===== config.mk =====
export PLATFORM = sky130hd
export DESIGN_NAME = vga_timing_gen
export DESIGN_NICKNAME = d
export VERILOG_FILES = /design/src/rtl/display_pkg.sv /design/src/rtl/vga_timing_gen_sync_delay.sv /design/src/rtl/vga_timing_gen.sv
export SDC_FILE = /design/constraint.sdc
export NUM_CORES = 1
export LEC_CHECK = 0
export CAP_MARGIN = 10
export CORE_MARGIN = 2
export CORE_UTILIZATION = 37
export CTS_BUF_LIST = sky130_fd_sc_hd__clkbuf_2
export CTS_CLUSTER_DIAMETER = 60
export DETAILED_ROUTE_END_ITERATION = 8
export PLACE_DENSITY = 0.65
export SYNTH_ARGS = -nofsm -noshare
export SYNTH_HDL_FRONTEND = slang
export SYNTH_SLANG_ARGS = --single-unit

===== constraint.sdc =====
create_clock -name clk -period 1.7 [get_ports clk]
set_input_delay 0.425 -clock clk [delete_from_list [all_inputs] [get_ports clk]]
set_output_delay 0.425 -clock clk [all_outputs]
set_load 0.1 [all_outputs]

===== src/rtl/display_pkg.sv =====
// Shared display constants: default 1440x900@60 raster, renderer region origins, colour types.
package display_pkg;

   localparam int unsigned DEF_H_ACTIVE = 1440;
   localparam int unsigned DEF_H_FP     = 80;
   localparam int unsigned DEF_H_SYNC   = 152;
   localparam int unsigned DEF_H_BP     = 232;
   localparam int unsigned DEF_V_ACTIVE = 900;
   localparam int unsigned DEF_V_FP     = 1;
   localparam int unsigned DEF_V_SYNC   = 3;
   localparam int unsigned DEF_V_BP     = 28;
   localparam int unsigned DEF_FRAME_WRAP = 60;

   localparam int unsigned H_TOTAL = DEF_H_ACTIVE + DEF_H_FP + DEF_H_SYNC + DEF_H_BP;
   localparam int unsigned V_TOTAL = DEF_V_ACTIVE + DEF_V_FP + DEF_V_SYNC + DEF_V_BP;

   // Top-left corners of the regions drawn by the renderers.
   localparam int unsigned OVERLAY_X0 = 64;
   localparam int unsigned OVERLAY_Y0 = 48;
   localparam int unsigned STATUS_X0  = 64;
   localparam int unsigned STATUS_Y0  = 820;

   localparam int unsigned COLOR_W = 4;
   typedef logic [3*COLOR_W-1:0] rgb_t;

   function automatic bit fits_coord(input int unsigned v);
      return v <= 2047;
   endfunction

endpackage


===== src/rtl/vga_timing_gen_sync_delay.sv =====
// N-stage, W-bit shift register with a configurable reset value.
module sync_delay #(
   parameter int unsigned N = 3,
   parameter int unsigned W = 1,
   parameter logic [W-1:0] RST_VAL = '0
) (
   input  logic         clk,
   input  logic         rst,
   input  logic [W-1:0] din,
   output logic [W-1:0] dout
);

   logic [W-1:0] stage_q [N];

   always_ff @(posedge clk or posedge rst) begin
      if (rst) begin
         for (int i = 0; i < N; i++) stage_q[i] <= RST_VAL;
      end else begin
         stage_q[0] <= din;
         for (int i = 1; i < N; i++) stage_q[i] <= stage_q[i-1];
      end
   end

   assign dout = stage_q[N-1];

endmodule


===== src/rtl/vga_timing_gen.sv =====
// Raster counters, frame counter and pin-side alignment of sync, blanking and colour.
module vga_timing_gen
   import display_pkg::*;
#(
   parameter int unsigned H_ACTIVE   = DEF_H_ACTIVE,
   parameter int unsigned H_FP       = DEF_H_FP,
   parameter int unsigned H_SYNC     = DEF_H_SYNC,
   parameter int unsigned H_BP       = DEF_H_BP,
   parameter int unsigned V_ACTIVE   = DEF_V_ACTIVE,
   parameter int unsigned V_FP       = DEF_V_FP,
   parameter int unsigned V_SYNC     = DEF_V_SYNC,
   parameter int unsigned V_BP       = DEF_V_BP,
   parameter bit          H_POL      = 1'b0,
   parameter bit          V_POL      = 1'b1,
   parameter int unsigned FRAME_WRAP = DEF_FRAME_WRAP,
   parameter int unsigned PIPE_DLY   = 3
) (
   input  logic               clk,
   input  logic               rst,
   output logic [10:0]        pos_x,
   output logic [10:0]        pos_y,
   output logic [5:0]         count,
   output logic               frame_start,
   input  logic [COLOR_W-1:0] pix_r,
   input  logic [COLOR_W-1:0] pix_g,
   input  logic [COLOR_W-1:0] pix_b,
   output logic               hsync,
   output logic               vsync,
   output logic               video_on,
   output logic [COLOR_W-1:0] vga_r,
   output logic [COLOR_W-1:0] vga_g,
   output logic [COLOR_W-1:0] vga_b
);

   localparam int unsigned HT = H_ACTIVE + H_FP + H_SYNC + H_BP;
   localparam int unsigned VT = V_ACTIVE + V_FP + V_SYNC + V_BP;

   if (PIPE_DLY < 1 || PIPE_DLY > 8) begin : g_bad_pipe_dly
      $error("PIPE_DLY must be in 1..8");
   end
   if (FRAME_WRAP < 1 || FRAME_WRAP > 64) begin : g_bad_frame_wrap
      $error("FRAME_WRAP must be in 1..64");
   end
   if (!fits_coord(HT) || !fits_coord(VT)) begin : g_bad_raster
      $error("raster totals must not exceed 2047");
   end

   localparam logic [10:0] H_LAST   = 11'(HT - 1);
   localparam logic [10:0] V_LAST   = 11'(VT - 1);
   localparam logic [10:0] H_VIS    = 11'(H_ACTIVE);
   localparam logic [10:0] V_VIS    = 11'(V_ACTIVE);
   localparam logic [10:0] HS_START = 11'(H_ACTIVE + H_FP);
   localparam logic [10:0] HS_END   = 11'(H_ACTIVE + H_FP + H_SYNC);
   localparam logic [10:0] VS_START = 11'(V_ACTIVE + V_FP);
   localparam logic [10:0] VS_END   = 11'(V_ACTIVE + V_FP + V_SYNC);
   localparam logic [5:0]  CNT_LAST = 6'(FRAME_WRAP - 1);

   logic [10:0] x_q, x_d, y_q, y_d;
   logic [5:0]  cnt_q, cnt_d;
   logic        line_end, frame_end;

   always_comb begin
      line_end  = (x_q == H_LAST);
      frame_end = line_end && (y_q == V_LAST);
      x_d       = line_end ? 11'd0 : x_q + 11'd1;
      y_d       = y_q;
      cnt_d     = cnt_q;
      if (line_end) y_d = (y_q == V_LAST) ? 11'd0 : y_q + 11'd1;
      if (frame_end) cnt_d = (cnt_q == CNT_LAST) ? 6'd0 : cnt_q + 6'd1;
   end

   always_ff @(posedge clk or posedge rst) begin
      if (rst) begin
         x_q   <= '0;
         y_q   <= '0;
         cnt_q <= '0;
      end else begin
         x_q   <= x_d;
         y_q   <= y_d;
         cnt_q <= cnt_d;
      end
   end

   assign pos_x       = x_q;
   assign pos_y       = y_q;
   assign count       = cnt_q;
   assign frame_start = (x_q == 11'd0) && (y_q == 11'd0);

   logic hs_raw, vs_raw, von_raw;

   always_comb begin
      hs_raw  = ((x_q >= HS_START) && (x_q < HS_END)) ? H_POL : !H_POL;
      vs_raw  = ((y_q >= VS_START) && (y_q < VS_END)) ? V_POL : !V_POL;
      von_raw = (x_q < H_VIS) && (y_q < V_VIS);
   end

   logic [2:0] dly;

   sync_delay #(
      .N       (PIPE_DLY),
      .W       (3),
      .RST_VAL ({!H_POL, !V_POL, 1'b0})
   ) u_sync_delay (
      .clk  (clk),
      .rst  (rst),
      .din  ({hs_raw, vs_raw, von_raw}),
      .dout (dly)
   );

   // Final register stage shared by sync and colour so every pin sees PIPE_DLY+1 latency.
   logic hs_q, vs_q, von_q;
   rgb_t rgb_q;

   always_ff @(posedge clk or posedge rst) begin
      if (rst) begin
         hs_q  <= !H_POL;
         vs_q  <= !V_POL;
         von_q <= 1'b0;
         rgb_q <= '0;
      end else begin
         hs_q  <= dly[2];
         vs_q  <= dly[1];
         von_q <= dly[0];
         rgb_q <= dly[0] ? {pix_r, pix_g, pix_b} : '0;
      end
   end

   assign hsync    = hs_q;
   assign vsync    = vs_q;
   assign video_on = von_q;
   assign {vga_r, vga_g, vga_b} = rgb_q;

endmodule

# ---- Yosys cells after proc, flatten, opt, wreduce, memory -nomap -nowiden
# Index checks and enable logic that the tools add are counted.
dict set report totals {
  latch_bits 0
  ram_bits 0
  romBits 0
  word_cells 35
  reg_bits 52
  out_inout_bits 44
  inputBits 14
  mem_count 0
}
dict set report classes {
  div_mod_pow 0
  addsub 3
  n_shift 0
  mux 6
  multipliers 0
  order_cmp 6
  n_reduce_logical 7
  eq_ne 3
  bitwise_logic 0
}
# cell count
set op_table {}
lappend op_table {{11-bit by 1-bit adder with 11-bit output (second input constant)} 2}
lappend op_table {{11-bit logical NOT} 2}
lappend op_table {{11-bit by 10-bit less-than comparator with 1-bit output (second input constant)} 2}
lappend op_table {{11-bit less-than comparator (second input constant)} 2}
lappend op_table {{11-bit two-way mux} 2}
lappend op_table {{12-bit two-way mux} 1}
lappend op_table {{11-bit by 10-bit equality test with 1-bit output (second input constant)} 1}
lappend op_table {{11-bit equality test (second input constant)} 1}
lappend op_table {{11-bit by 10-bit greater-or-equal comparator with 1-bit output (second input constant)} 1}
lappend op_table {{11-bit greater-or-equal comparator (second input constant)} 1}
lappend op_table {{6-bit by 1-bit adder with 6-bit output (second input constant)} 1}
lappend op_table {{6-bit equality test (second input constant)} 1}
lappend op_table {{6-bit two-way mux} 1}
lappend op_table {{1-bit logical AND} 5}
lappend op_table {{1-bit two-way mux} 2}

# ---- Logic depth before layout (Yosys ltp)
# Gate-level depths: netlist of run 1.
dict set report depth {
  word_depth 3
  depth_mapped 7
  depth_no_buf 5
}

# ---- Hierarchy
# From an unflattened synthesis of run 1, not the netlist that was laid out.
dict set report unflattened {
  hier_cells 206
  hier_area_um2 2275.9
}
# mod n_inst cells_each area_per_inst_um2 seq_area_each_um2
set modules_own_cells {}
lappend modules_own_cells {vga_timing_gen 1 193 2020.7 1077.3}
lappend modules_own_cells {sync_delay 1 13 255.2 229.0}

# ---- Least setup slack after synthesis of run 1
# OpenSTA, ideal clock, no wires.
dict set report synth_path {
  path_kind {reg-to-output}
  startpoint {register y_q[2] (netlist: pos_y[2])}
  endpoint {output frame_start}
  t_arrival_ns 4.285
  slack_ns -3.010
  required_time_ns 1.275
  n_path_buf 1
  path_stages_with_launch 5
  cell_sequence {dfrtp_1 buf_2 nor4_1 nand4_1 nor4_1}
}
dict set report synth_between {
  elab_chain_len 2
}
# item line
set synth_rtl {}
lappend synth_rtl {{from (decl)} vga_timing_gen.sv:58} ;# logic [10:0] x_q, x_d, y_q, y_d;
lappend synth_rtl {{from (signal assigned)} vga_timing_gen.sv:79} ;# y_q <= y_d;
lappend synth_rtl {{11-bit logical NOT} vga_timing_gen.sv:87} ;# assign frame_start = (x_q == 11'd0) && (y_q == 11'd0);
lappend synth_rtl {{1-bit logical AND} vga_timing_gen.sv:87}
lappend synth_rtl {{to (decl)} vga_timing_gen.sv:23} ;# output logic frame_start,
# No other way between the ends.

# ---- Worst setup path in the final report of run 1
dict set report layout_path {
  startpoint {register x_q[3] (netlist: pos_x[3])}
  endpoint {output frame_start}
}
dict set report layout_between {
  elab_chain_len 2
}
# item line
set layout_rtl {}
lappend layout_rtl {{from (decl)} vga_timing_gen.sv:58}
lappend layout_rtl {{from (signal assigned)} vga_timing_gen.sv:74} ;# x_q <= '0;
lappend layout_rtl {{from (signal assigned)} vga_timing_gen.sv:78} ;# x_q <= x_d;
lappend layout_rtl {{11-bit logical NOT} vga_timing_gen.sv:87}
lappend layout_rtl {{1-bit logical AND} vga_timing_gen.sv:87}
# No other way between the ends.

==> results.json, run 1 <==
{
  "status": "complete, but fails checks",
  "violations": "negative setup slack",
  "antenna_found_initial": 0,
  "cts_tree": "built",
  "coreArea_um2": 5960,
  "wirelength_um": 5830,
  "max-vdd-ir-drop_mv": 0.298,
  "vias": 2010,
  "track_usage_pct": 17.9,
  "synth.distinct_cells": 42,
  "gp_congestion": 0.847,
  "areaGrowthSynthToFinish_pct": 83.8,
  "wl_per_cell_um": 14.5,
  "diodes": 0,
  "rows": 28,
  "synth_ff_type": "dfrtp_1",
  "setup_viol": 13,
  "clkSinkCount": 52,
  "first_iter_violations": 136,
  "rsz0062_at_grt": "true",
  "synth_compound_area_share_pct": 7.79,
  "path_clk_slew_ps": 270,
  "synth_edf_count": 0,
  "vias_per_cell": 5.00,
  "root_buffer": "clkbuf_2",
  "period_share_pct": 136,
  "grt_pass1_vias": 1994,
  "synthAdderAreaFrac_pct": 3.27,
  "portBuffers": 57,
  "overflow": 0,
  "grt_max_degree": 53,
  "fillers": 410,
  "worst_setup_path_end_kind": "primary output",
  "syn_area_per_cell_um2": 10.9,
  "powerDensity_nw_per_um2": 478,
  "cts_buffers": 5,
  "hpwl_um": 4120,
  "synth-xor-area-share_pct": 3.81,
  "cp.arrival_ps": 1890,
  "hold_path_class": "in -> async",
  "syn_nets": 231,
  "drt-pass1-iter-count": 4,
  "grt_first_pass_wirelength_um": 9230,
  "timing.critical_path.required_ps": 1270,
  "synthCells": 211,
  "slew_headroom_pct": 79.5,
  "p_leak_nw": 1.88,
  "drc_errors": 0,
  "io_pins": 58,
  "final_nets": 346,
  "p_total_mw": 2.02,
  "maxCapViolations": 0,
  "die_y_um": 82.8,
  "synth-simple-area-share_pct": 23.3,
  "die_width_um": 82.8,
  "synth_top_family_by_area": "simple AND/OR/NAND/NOR gates",
  "synth_seq_cells": 52,
  "cts_max_path_buffers": 2,
  "place_ws_ps": -152,
  "die_area_um2": 6860,
  "crit_fanout": 3,
  "async_flop_share_pct": 100,
  "synth.area.mux_share_pct": 1.58,
  "insertion_delay_ps": 440,
  "final_area_um2": 4220,
  "holdBufCountCts": 0,
  "final.setup.worst_slack_ps": -617,
  "drive_gt1_share_pct": 52.3,
  "placedCellCount": 381,
  "stdcell_count": 402,
  "start_util_pct": 38.6,
  "ant_nets": 0,
  "fmax_mhz": 432,
  "period_minus_slack_ps": 2320,
  "whs_ps": 296,
  "worstMarginPinSlew_ps": 304,
  "hold_viol": 0,
  "crit_type": "reg -> out",
  "placedInstanceArea_um2": 3880,
  "yosysWarningCount": 0,
  "netlist_area_um2": 2300,
  "slew_viol_final": 0,
  "clock_skew_ps": 14.6,
  "ys_seq_area_share_pct": 56.9,
  "htreeDepth": 2,
  "cp-start-kind": "flop"
}
synthesized netlist by cell type (2+ instances only):
cell / n / share of area (%)
a21oi_1: 3 / 0.65
a31oi_1: 3 / 0.82
and2_1: 15 / 4.1
and3_1: 5 / 1.4
and4_1: 2 / 0.76
buf_2: 3 / 0.65
clkbuf_1: 4 / 0.65
dfrtp_1: 48 / 52
dfstp_2: 4 / 4.6
ha_1: 6 / 3.3
inv_1: 8 / 1.3
nand2_1: 14 / 2.3
nand2b_1: 2 / 0.54
nand3_1: 11 / 2.4
nand4_1: 8 / 2.2
nand4b_1: 2 / 0.76
nor2_1: 16 / 2.6
nor3_1: 5 / 1.1
nor4_1: 4 / 1.1
o211ai_1: 3 / 0.98
o21ai_0: 10 / 2.2
o31ai_1: 4 / 1.3
or3_1: 4 / 1.1
xnor2_1: 2 / 0.76
xor2_1: 8 / 3.1
cell type report:
cell class / count / area (µm²) / area share [%]
clock buffer: 6 / 30.0 / 0.711
clock inverter: 2 / 16.3 / 0.385
inverter: 8 / 30.0 / 0.711
multi-input combinational: 142 / 1100 / 26.1
sequential: 52 / 1340 / 31.7
tap: 75 / 93.8 / 2.22
timing repair buffer: 117 / 1610 / 38.2
metrics by stage:
stage | TNS (ps) | util (%)
3_3_place_gp | -307 | 65.2
5_1_grt | -2710 | 70.9
6_report | -1180 | 70.9
4_1_cts | -1890 | 68.6
2_1_floorplan | -8730 | -
3_5_place_dp | -479 | 65.2
per-layer routing:
layer  vias up  global-route usage, %  part of all wire, %
met5         -                      0                    0
met4         0                   6.56                  1.3
met3         6                   3.68                  5.0
met2        61                   29.7                   48
met1       973                   23.2                   45
li1        970                      -                    -
timing repair:
action,in CTS,in global routing
pin swaps,12,4
cloned,0,0
endpoints found under the setup margin,21,40
resized for setup,26,27
setup buffers,6,12
registers in the layout, summed over array words and instances (netlist names):
register and count:
pos_x 11, count 6, rgb_q 12, video_on 1, vsync 1, pos_y 11, hsync 1, u_sync_delay.stage_q 6
u_sync_delay.dout 3
cells by family after synthesis:
family,after synthesis
simple gates,95
flops,52
compound gates,28
buf+inv,17
xor+xnor,10
fa+ha+maj,6
mux,3
final timing paths:
check / start / to / slack, ps / depth (start not counted)
max: pos_x[3] / frame_start / -620 / 4
min: rst / u_sync_delay.stage_q[7] / 300 / 3
max in group asynchronous: rst / u_sync_delay.dout[2] / 1120 / 3
min reg2reg: u_sync_delay.stage_q[8] / u_sync_delay.stage_q[5] / 380 / 0
max reg2reg: pos_x[0] / pos_y[9] / -110 / 7
min in group clk: u_sync_delay.stage_q[8] / u_sync_delay.stage_q[5] / 380 / 0
cells in the final DEF (no fill, tap or decap), types with 3 or more instances in the layout:
cell type        synthesis  routed
xor2_1                   8       8
nor2_1                  16      14
buf_6                    1      30
inv_1                    8       7
and2_1                  15      14
nand2_1                 14      14
a31oi_1                  3       3
clkdlybuf4s50_1          0      13
dfrtp_1                 48      24
clkbuf_2                 0       6
o21ai_0                 10       6
or3_1                    4       3
dfrtp_2                  0      24
and3_1                   5       3
buf_4                    1      27
ha_1                     6       4
buf_12                   0      47
dfstp_2                  4       4
o211ai_1                 3       3
nand3_1                 11       9
nor3_4                   0       4
o21ai_1                  0       4
o31ai_2                  0       4
nand4_1                  8       8
where the power goes:
| group | internal [mW] | switching, mW |
|---|---|---|
| logic | 0.0939 | 0.145 |
| clock network | 0.110 | 0.402 |
| registers | 1.25 | 0.0114 |
| total | 1.46 | 0.558 |
worst max-delay path: stages (launching register included):
cell     delay, ps
dfrtp_2        490
nor4_4         310
nand3_2        120
nor4_4         310
buf_12         220
Note: power is estimated with default switching activity, not from simulation.
==> inputs of run 2 (changes only) <==
CORE_MARGIN = 8   (was 2)
==> results.json, run 2 (synthesized netlist as in run 1, its figures left out) <==
{
  "path_clk_slew_ps": 260,
  "io_pins": 58,
  "grt_first_pass_wirelength_um": 10200,
  "grt_max_degree": 53,
  "rsz0062_at_grt": "true",
  "ant_nets": 0,
  "period_minus_slack_ps": 2410,
  "top_register": "rgb_q",
  "cp-start-kind": "flop",
  "grt_pass1_vias": 2133,
  "timing.critical_path.required_ps": 1270,
  "gp_congestion": 0.858,
  "wirelength_um": 7240,
  "fmax_mhz": 414,
  "slew_viol_final": 0,
  "diodes": 0,
  "cts_tree": "built",
  "mostFrequentLayoutCell": "buf_12",
  "vias": 2209,
  "die_width_um": 94.8,
  "htreeDepth": 2,
  "status": "complete, but fails checks",
  "period_share_pct": 142,
  "p_leak_nw": 2.02,
  "hpwl_um": 4480,
  "crit_family": "simple AND/OR/NAND/NOR gates",
  "coreArea_um2": 5960,
  "worst_setup_path_end_kind": "primary output",
  "place_ws_ps": -133,
  "worstMarginPinSlew_ps": 348,
  "cp.arrival_ps": 1990,
  "critical_path.startpoint": "pos_y[9]",
  "fillers": 369,
  "setup_viol": 21,
  "crit_type": "reg -> out",
  "wl_per_cell_um": 17.2,
  "overflow": 0,
  "maxCapViolations": 0,
  "track_usage_pct": 14.2,
  "vias_per_cell": 5.25,
  "timing.critical_path.cells": "nor4_2 -> nand4_1 -> nor4_4 -> buf_12",
  "p_total_mw": 2.14,
  "powerDensity_nw_per_um2": 477,
  "rows": 28,
  "start_util_pct": 38.6,
  "worstReg2RegStart": "pos_x[0]",
  "fin_tns_setup_ps": -3090,
  "hold_path_class": "in -> async",
  "antenna_found_initial": 0,
  "insertion_delay_ps": 440,
  "portBuffers": 57,
  "drive_gt1_share_pct": 57.2,
  "critPathMaxStageDelay_ps": 470,
  "drt-pass1-iter-count": 4,
  "final_nets": 365,
  "cp_slowest_cell": "dfrtp_2",
  "cts_max_path_buffers": 2,
  "die_y_um": 94.8,
  "violations": "negative setup slack",
  "crit_fanout": 2,
  "areaGrowthSynthToFinish_pct": 95.0,
  "root_buffer": "clkbuf_2",
  "first_iter_violations": 109,
  "final.setup.worst_slack_ps": -713,
  "cts_buffers": 5,
  "max-vdd-ir-drop_mv": 0.363,
  "clock_skew_ps": 18.2,
  "final_cell_mix": "buf_12, buf_6, buf_4",
  "clkSinkCount": 52,
  "hold_viol": 0,
  "die_area_um2": 8990,
  "largest_reg_flops": 12,
  "path_buf_inv": 1,
  "slew_headroom_pct": 76.7,
  "holdBufCountCts": 0,
  "drc_errors": 0
}
-- run 2: worst reg2reg max path, delay by kind of cell (launching register included) --
| kind | cells | cell delay [ps] |
|---|---|---|
| adder cells (fa/ha/maj) | 1 | 140 |
| buffers and inverters | 2 | 260 |
| flip-flops | 1 | 440 |
| AND/OR/NAND/NOR | 4 | 1060 |
-- run 2: area by class of cell --
class	instances	area, µm²	share of cell area, %
multi-input combinational	142	1150	25.7
clock buffer	5	25.0	0.559
tap	75	93.8	2.09
inverter	8	30.0	0.670
timing repair buffer	136	1800	40.2
clock inverter	3	42.5	0.949
sequential	52	1340	29.9
-- run 2: final timing paths --
kind                                      endpoint  slack (ps)  cells after the start
max in group asynchronous  u_sync_delay.stage_q[5]        1100                      3
min reg2reg                                  hsync         370                      0
max reg2reg                               pos_y[9]        -230                      7
min                                       count[1]         320                      3
max                                    frame_start        -710                      4
min in group clk                             hsync         370                      0
-- run 2: metrics by stage --
stage | std cells | cell area (µm²) | utilization, % | hold slack, ps
6_report | 421 | 4480 | 75.2 | 318
5_1_grt | 421 | 4480 | 75.2 | 295
4_1_cts | 401 | 4140 | 69.5 | 310
3_5_place_dp | 384 | 3880 | 65.2 | 342
3_3_place_gp | 384 | 3880 | 65.2 | 331
2_1_floorplan | 211 | 2500 | - | 331
-- run 2: repair_timing --
| action | CTS | global route |
|---|---|---|
| gates resized for setup | 29 | 50 |
| cloned | 0 | 2 |
| endpoints found under the setup margin | 10 | 50 |
| pin swaps | 10 | 14 |
| setup buffers | 9 | 28 |
-- run 2: per-layer routing --
metal	GRT usage, %	vias to the layer above	share of wire (%)
met3	2.38	15	6.9
met2	24.2	98	50
met4	5.59	0	2.0
met1	17.5	1088	41
li1	-	1008	-
met5	0	-	0
-- run 2: report_power, final --
group / switching [mW] / internal [mW]
Sequential: 0.0116 / 1.25
Clock: 0.387 / 0.245
Combinational: 0.147 / 0.0939
